$ cat config.mk
export PLATFORM = sky130hd
export DESIGN_NAME = cmd_word_serializer
export DESIGN_NICKNAME = d
export VERILOG_FILES = /design/src/rtl/cmd_word_serializer.sv
export SDC_FILE = /design/constraint.sdc
export NUM_CORES = 1
export LEC_CHECK = 0
export ABC_AREA = 1
export CORE_UTILIZATION = 30
export CTS_CLUSTER_DIAMETER = 200
export CTS_CLUSTER_SIZE = 20
export DETAILED_ROUTE_END_ITERATION = 7
export GPL_TIMING_DRIVEN = 0
export HOLD_SLACK_MARGIN = 0.03
export REMOVE_ABC_BUFFERS = 1
export SLEW_MARGIN = 20
export SYNTH_ARGS = -nofsm -noshare
export SYNTH_HDL_FRONTEND = slang
export SYNTH_SLANG_ARGS = --single-unit
$ cat constraint.sdc
create_clock -name clk -period 3.8 [get_ports clk]
set_input_delay 0.76 -clock clk [delete_from_list [all_inputs] [get_ports clk]]
set_output_delay 0.76 -clock clk [all_outputs]
set_load 0.02 [all_outputs]
$ cat src/rtl/cmd_word_serializer.sv
// Buffers non-zero 22-bit controller words in a small FIFO and emits the index
// of every set bit of each word, lowest first, over a valid/ready port.
module cmd_word_serializer #(
  parameter int DEPTH = 4
) (
  input  logic        clk,
  input  logic        rst,
  input  logic [21:0] in_vec,
  input  logic        in_strobe,
  output logic        out_valid,
  input  logic        out_ready,
  output logic [4:0]  out_idx,
  output logic        out_last,
  output logic [2:0]  count,
  output logic        full,
  output logic        ovf,
  output logic        dbg_state
);

  localparam int AW = (DEPTH > 1) ? $clog2(DEPTH) : 1;

  typedef enum logic {
    IDLE = 1'b0,
    EMIT = 1'b1
  } state_t;

  state_t          state, state_nxt;
  logic [21:0]     mem [DEPTH];
  logic [AW-1:0]   rd_ptr, wr_ptr;
  logic [21:0]     wrk, wrk_nxt;
  logic            pop, push, ovf_set, fifo_ne, word_nz;
  logic [4:0]      low_idx;
  logic            wrk_single;

  // Handshake: an index transfers on a rising edge where out_valid and
  // out_ready are both 1; out_idx/out_last stay stable while out_ready is 0.

  assign fifo_ne    = (count != 3'd0);
  assign full       = (count == 3'(DEPTH));
  assign word_nz    = (in_vec != 22'd0);
  assign wrk_single = (wrk != 22'd0) && ((wrk & (wrk - 22'd1)) == 22'd0);
  assign dbg_state  = state;

  // Scan downward so the lowest set bit is the last to win.
  always_comb begin
    low_idx = 5'd0;
    for (int i = 21; i >= 0; i--) begin
      if (wrk[i]) low_idx = 5'(i + 1);
    end
  end

  always_comb begin
    state_nxt = state;
    wrk_nxt   = wrk;
    pop       = 1'b0;
    out_valid = 1'b0;
    out_idx   = 5'd0;
    out_last  = 1'b0;
    case (state)
      IDLE: begin
        if (fifo_ne) begin
          pop       = 1'b1;
          wrk_nxt   = mem[rd_ptr];
          state_nxt = EMIT;
        end
      end
      EMIT: begin
        out_valid = 1'b1;
        out_idx   = low_idx;
        out_last  = wrk_single;
        if (out_ready) begin
          if (!wrk_single) begin
            wrk_nxt = wrk & (wrk - 22'd1);
          end else if (fifo_ne) begin
            pop     = 1'b1;
            wrk_nxt = mem[rd_ptr];
          end else begin
            wrk_nxt   = 22'd0;
            state_nxt = IDLE;
          end
        end
      end
      default: state_nxt = IDLE;
    endcase
  end

  // A full FIFO still accepts a word when the head leaves on the same edge.
  assign push    = in_strobe && word_nz && (!full || pop);
  assign ovf_set = in_strobe && word_nz && full && !pop;

  always_ff @(posedge clk or posedge rst) begin
    if (rst) begin
      state  <= IDLE;
      wrk    <= 22'd0;
      rd_ptr <= '0;
      wr_ptr <= '0;
      count  <= 3'd0;
      ovf    <= 1'b0;
    end else begin
      state <= state_nxt;
      wrk   <= wrk_nxt;
      if (pop)  rd_ptr <= rd_ptr + AW'(1);
      if (push) wr_ptr <= wr_ptr + AW'(1);
      case ({push, pop})
        2'b10:   count <= count + 3'd1;
        2'b01:   count <= count - 3'd1;
        default: count <= count;
      endcase
      if (ovf_set) ovf <= 1'b1;
    end
  end

  always_ff @(posedge clk) begin
    if (push && !rst) mem[wr_ptr] <= in_vec;
  end

endmodule

Word-level counts from Yosys, hierarchy flattened
Memory sizes are Yosys's and may differ from the RTL's.
Index checks and enable logic that the tools add are counted.
- register bits: 31
- memory bits (writable): 88
- bits of input ports: 26
- output and inout bits: 13
- logic and storage cells: 75
- memories kept: 1
- add/sub/neg operators: 5
- equal/unequal tests: 5
- muxes and demuxes: 40
- bitwise gates (word level): 2
- reductions and logical operators: 16
- memory list (memory ; depth ; width ; read ports ; clocked after Yosys merged registers in ; write ports ; line ; RTL):
    mem ; 4 ; 22 ; 1 ; 0 ; 1 ; 28 ; logic [21:0] mem [DEPTH];
- operators by type and width (operator ; count):
    $mux W5 ; 23
    $mux W22 ; 4
    $pmux W22 S2 ; 1
    $reduce_bool A22 Y1 ; 2
    $and A22 B22 Y22 ; 1
    $logic_not A22 Y1 ; 1
    $sub A22 B1 Y22 const B ; 1
    $mux W1 ; 9
    $logic_and A1 B1 Y1 ; 6
    $pmux W3 S2 ; 1
    $add A2 B1 Y2 const B ; 2
    $ne A2 B2 Y1 const B ; 2
    $pmux W1 S2 ; 2
    $add A3 B1 Y3 const B ; 1
    $eq A3 B3 Y1 const B ; 1
    $logic_not A1 Y1 ; 3
    $reduce_bool A3 Y1 ; 1
    $sub A3 B1 Y3 const B ; 1
    $eq A2 B1 Y1 const B ; 1
    $eq A2 B2 Y1 const B ; 1
    $reduce_and A2 Y1 ; 1
    $reduce_bool A2 Y1 ; 1
    $logic_or A1 B1 Y1 ; 1
    $not A1 Y1 ; 1

Longest topological paths before layout
- word-level depth: 23
- depth in mapped cells: 21

Least setup slack after synthesis
OpenSTA, ideal clock, no wires.
- path kind: flip-flop to flip-flop
- start point: register wrk[1]
- end point: memory mem[0][0], enable pin
- arrival time: 2786 ps
- setup slack: 614 ps
- stages on the path, launching flop included: 14
- path buffers: 0
- cells stage by stage: dfrtp_1 > nor2_4 > nand2_4 > nor2_8 > nand2_1 > o21ai_2 > nand2_1 > nor2_2 > nand4_4 > nand2_4 > nand3_4 > nand2_2 > nand3_2 > nor2_1
- word-level cells in the longest chain between the ends: 12
- ends and longest elaborated chain (element ; line ; RTL):
    from (decl) ; 30 ; logic [21:0] wrk, wrk_nxt;
    from (signal assigned) ; 101 ; wrk <= wrk_nxt;
    $sub A22 B1 Y22 ; 41 ; assign wrk_single = (wrk != 22'd0) && ((wrk & (wrk - 22'd1)) == 22'd0);
    $and A22 B22 Y22 ; 41 ;
    $logic_not A22 Y1 ; 41 ;
    $logic_and A1 B1 Y1 * ; 41 ;
    $mux W1 * ; 72 ; if (!wrk_single) begin
    $mux W1 * ; 71 ; if (out_ready) begin
    $pmux W1 S2 * ; 59 ; case (state)
    $logic_or A1 B1 Y1 * ; 88 ; assign push = in_strobe && word_nz && (!full || pop);
    $logic_and A1 B1 Y1 * ; 88 ;
    $logic_and A1 B1 Y1 * ; 114 ; if (push && !rst) mem[wr_ptr] <= in_vec;
    $mux W1 * ; 114 ;
    $mux W1 (not written as such) * ; 114 ;
    to (decl) ; 28 ;
Every way passes the cells marked *; elsewhere a longest branch is shown, timed or not.

Final worst setup path
- start point: register wrk[1]
- end point: output port out_last
- word-level cells in the longest chain between the ends: 5
- ends and longest elaborated chain (element ; line ; RTL):
    $sub A22 B1 Y22 ; 41 ;
    $and A22 B22 Y22 ; 41 ;
    $logic_not A22 Y1 ; 41 ;
    $logic_and A1 B1 Y1 * ; 41 ;
    $mux W1 * ; 59 ;
    to (decl) ; 13 ; output logic out_last,
Marks and branches as above.

==> run_results.csv <==
group,metric,value,unit
outcome,run_status,"finished, violations left",
outcome,violations,"DRC",
hold_path,worstHoldPathType,"reg -> reg",
routing,drt-initial-drc-count,272,
worst_setup_path,worst-endpoint-arrival,2.85,ns
synthesis,synthesized_area_fraction_occupied_by_xor_and_xnor_cells,0.4730,%
finish,synthToLayoutAreaGrowth,21.94,%
worst_setup_path,setup.worst_path.start_class,"flip-flop",
routing,route.detailed.drc,2,
worst_setup_path,worstSetupEndpointType,"output pin",
timing,setup-violations-final,0,
placed_design,dp_hpwl,8490,um
synthesis,yosysSeqAreaShare,61.53,%
timing,peak_freq,0.2770,GHz
worst_setup_path,worst_path_most_repeated_cell,"sky130_fd_sc_hd__nor2_2",
clock_tree,cts-resized-gates,0,
routing,via_per_inst,4.875,
grt,grt_pass1_wl,20490,um
grt,grt.total_usage,14.09,%
synthesis,synth_simple_gate_area_share,16.31,%
clock_tree,clkTransAtPathRegs,0.06,ns
worst_setup_path,cp_data_required_time,3.04,ns
die,fp.dieH,138.1,um
die,die_area,0.01907,mm^2
die,initial_core_util,30.72,%
synthesis,mappedNetlistArea,0.005555,mm^2
power_and_ir_drop,power_density_over_the_cells,555.5,mW/mm^2
clock_tree,root_buffer,"sky130_fd_sc_hd__clkbuf_16",
timing,slew_at_the_pin_closest_to_its_max_slew_limit,0.8031,ns
clock_tree,cts.htree.levels,4,
worst_setup_path,timing.critical_path.cells,"nor2_2, nand2_1, nor2_2, nand2_2, nor2_2, nand2_1, a21oi_2, nand4_4, nor2_1, clkdlybuf4s50_1",
synthesis,postSynthAreaPerCell,10.21,um^2
worst_setup_path,crit_buf_inv,1,
worst_setup_path,crit_family,"simple AND/OR/NAND/NOR gates",
routing,drtPass1Iterations,7,
grt,grt_max_degree,47,
clock_tree,ctsLongestPathBuffers,2,
placed_design,portBuffers,38,
timing,final.period_utilization,95.01,%
timing,final_max_slew_viol_count,0,
synthesis,largest_family_of_logic_cells_by_synthesized_area,"simple AND/OR/NAND/NOR gates",
routing,route.antenna.remaining_nets,0,
finish,nFillCells,1704,
finish,count_of_antenna_diodes_in_the_layout,0,
routing,routed_wirelength,12700,um
synthesis,netlist-cell-type-count,36,
grt,antenna_found_initial,0,
synthesis,synth_compound_gate_area_share,15.02,%
die,core_region_area,0.01809,mm^2
grt,first_global_vias,3974,
synthesis,post_synth_inst_count,544,
run,drv_cap,0,
clock_tree,post_cts.repair.setup_buffers,0,
clock_tree,tritoncts_clock_tree,"yes",
clock_tree,post_cts_hold_buffer_count,0,
power_and_ir_drop,p_total,3.763,mW
timing,period_minus_slack,3.610,ns
clock_tree,number_of_buffers_created_by_cts,17,
placed_design,gp_congestion,0.8808,
timing,grt_setup_unrepaired,"no",
finish,layout-drive-gt1-share,12.31,%
finish,final_design_area_no_fill,0.006774,mm^2
synthesis,yosys_warnings,0,
worst_setup_path,setup.reg_to_reg.worst_slack,0.39,ns
worst_setup_path,path_class,"reg -> out",
synthesis,dominant_synthesized_flop_cell,"sky130_fd_sc_hd__edfxtp_1",
clock_tree,worst_skew_pair.late_latency,0.41,ns
synthesis,asyncSetResetFlopFracSynth,26.05,%
timing,max-slew-margin-rel,46.46,%
synthesis,synthAdderAreaFrac,1.261,%
worst_setup_path,critical-path-slowest-cell,"sky130_fd_sc_hd__clkdlybuf4s50_1",
routing,avgRoutedWirePerCell,15.45,um
synthesis,synthMuxAreaShare,0,%
die,die-width,138.1,um
die,core.rowCount,49,
routing,via_count,4007,
power_and_ir_drop,peakVddDrop,0.3050,mV
worst_setup_path,critical_path.max_stage_delay,0.63,ns
power_and_ir_drop,power_leakage,2.521,nW
clock_tree,cts.sinks,119,
timing,clock_skew,0.009484,ns
placed_design,detailed_place.area,0.006161,mm^2
grt,grt_remaining_overflow,0,
worst_setup_path,path_max_fanout,5,
synthesis,synth_edf_count,88,
finish,final_nets,611,
die,floorplan.io_pins,39,
synthesis,synth-seq-cells,119,
timing,finalHoldViolations,0,
[where the power goes]
part / internal (mW) / leakage, nW / switching (mW)
combinational: 0.173 / 1.11 / 0.324
clock: 1.09 / 0.294 / 0.555
sequential: 1.56 / 1.11 / 0.0647
total: 2.82 / 2.52 / 0.944
[cells in the final DEF, fill, tap and decap left out, types with 6 or more instances in the layout]
cell	n
sky130_fd_sc_hd__inv_1	45
sky130_fd_sc_hd__nor2_4	6
sky130_fd_sc_hd__o21ai_0	60
sky130_fd_sc_hd__nor2_2	10
sky130_fd_sc_hd__dfrtp_1	30
sky130_fd_sc_hd__nand3_1	13
sky130_fd_sc_hd__o22ai_1	22
sky130_fd_sc_hd__clkbuf_16	17
sky130_fd_sc_hd__edfxtp_1	88
sky130_fd_sc_hd__o21ai_1	11
sky130_fd_sc_hd__a21oi_1	49
sky130_fd_sc_hd__nor2_1	68
sky130_fd_sc_hd__nand2_1	70
sky130_fd_sc_hd__clkdlybuf4s50_1	38
[final cells by class]
class / count / area (um^2) / area share, %
timing repair buffer: 39 / 395.4 / 5.837
tap: 229 / 286.5 / 4.230
clock buffer: 19 / 432.9 / 6.391
sequential: 119 / 3420 / 50.48
inverter: 50 / 188.9 / 2.789
clock inverter: 13 / 180.2 / 2.660
multi-input combinational: 353 / 1871 / 27.61
[cell families (layout without fill, tap and decap cells)]
kind of cell    after synthesis  after routing
simple gates                193            193
compound gates              152            152
flops                       119            119
buf+inv                      72            121
fa+ha+maj                     5              5
xor+xnor                      3              3
[state kept, by name, summed over array words and instances, names as in the netlist]
name and count:
mem 88, wrk 22, count 3, rd_ptr 2, wr_ptr 2, dbg_state 1, ovf 1
[per-stage QoR]
stage | cells | hold WS (ns) | TNS, ns | setup slack, ns | util (%)
2_1_floorplan | 522 | 0.5264 | 0 | 0.5562 | -
3_3_place_gp | 789 | 0.4754 | -68.09 | -0.7954 | 33.78
6_report | 822 | 0.4787 | 0 | 0.1897 | 37.45
4_1_cts | 822 | 0.4844 | 0 | 0.1687 | 37.45
5_1_grt | 822 | 0.4929 | 0 | 0.01186 | 37.45
3_5_place_dp | 790 | 0.4720 | 0 | 0.2146 | 34.06
[cells in the mapped netlist (all sizes together) (2+ instances only)]
| cell | instances | area (um^2) |
|---|---|---|
| a21oi | 50 | 254.0 |
| buf | 5 | 48.79 |
| clkbuf | 17 | 63.81 |
| dfrtp | 31 | 775.7 |
| edfxtp | 88 | 2643 |
| ha | 4 | 50.05 |
| inv | 49 | 183.9 |
| nand2 | 77 | 316.5 |
| nand3 | 18 | 122.6 |
| nand4 | 2 | 27.53 |
| nor2 | 85 | 375.4 |
| nor3 | 5 | 25.02 |
| nor4 | 5 | 31.28 |
| o21ai | 77 | 419.2 |
| o22ai | 22 | 137.6 |
| xor2 | 3 | 26.28 |
[metal layers]
layer	global-route usage (%)	part of all wire (%)	vias to the layer above	wire, um
met1	17.97	46	1930	5829
met4	5.381	1.5	0	195
met2	22.96	48	92	6064
met3	3.706	4.8	20	607
met5	0	0	-	0
li1	-	-	1965	-
[path summary, 6_finish.rpt]
path                         from         to  depth (start not counted)
setup / recovery           wrk[1]   out_last                         10
hold / removal                ovf        ovf                          1
setup reg to reg           wrk[1]  mem[2][4]                         13
hold reg to reg               ovf        ovf                          1
max in group asynchronous     rst  rd_ptr[0]                          2
min in group asynchronous     rst   count[0]                          2
[worst reg2reg max path: stages, from the launching register on]
cell and delay, ns:
sky130_fd_sc_hd__dfrtp_1 0.46, sky130_fd_sc_hd__nor2_2 0.21, sky130_fd_sc_hd__nand2_1 0.13, sky130_fd_sc_hd__nor2_2 0.11, sky130_fd_sc_hd__nand2_2 0.09, sky130_fd_sc_hd__nor2_2 0.12, sky130_fd_sc_hd__nand2_1 0.10, sky130_fd_sc_hd__a21oi_2 0.21
sky130_fd_sc_hd__nand4_4 0.22, sky130_fd_sc_hd__nand2_4 0.25, sky130_fd_sc_hd__nand3_4 0.13, sky130_fd_sc_hd__nand2_2 0.11, sky130_fd_sc_hd__nand3_2 0.20, sky130_fd_sc_hd__nor2_4 0.67
Power figures use the tool's default switching activity.
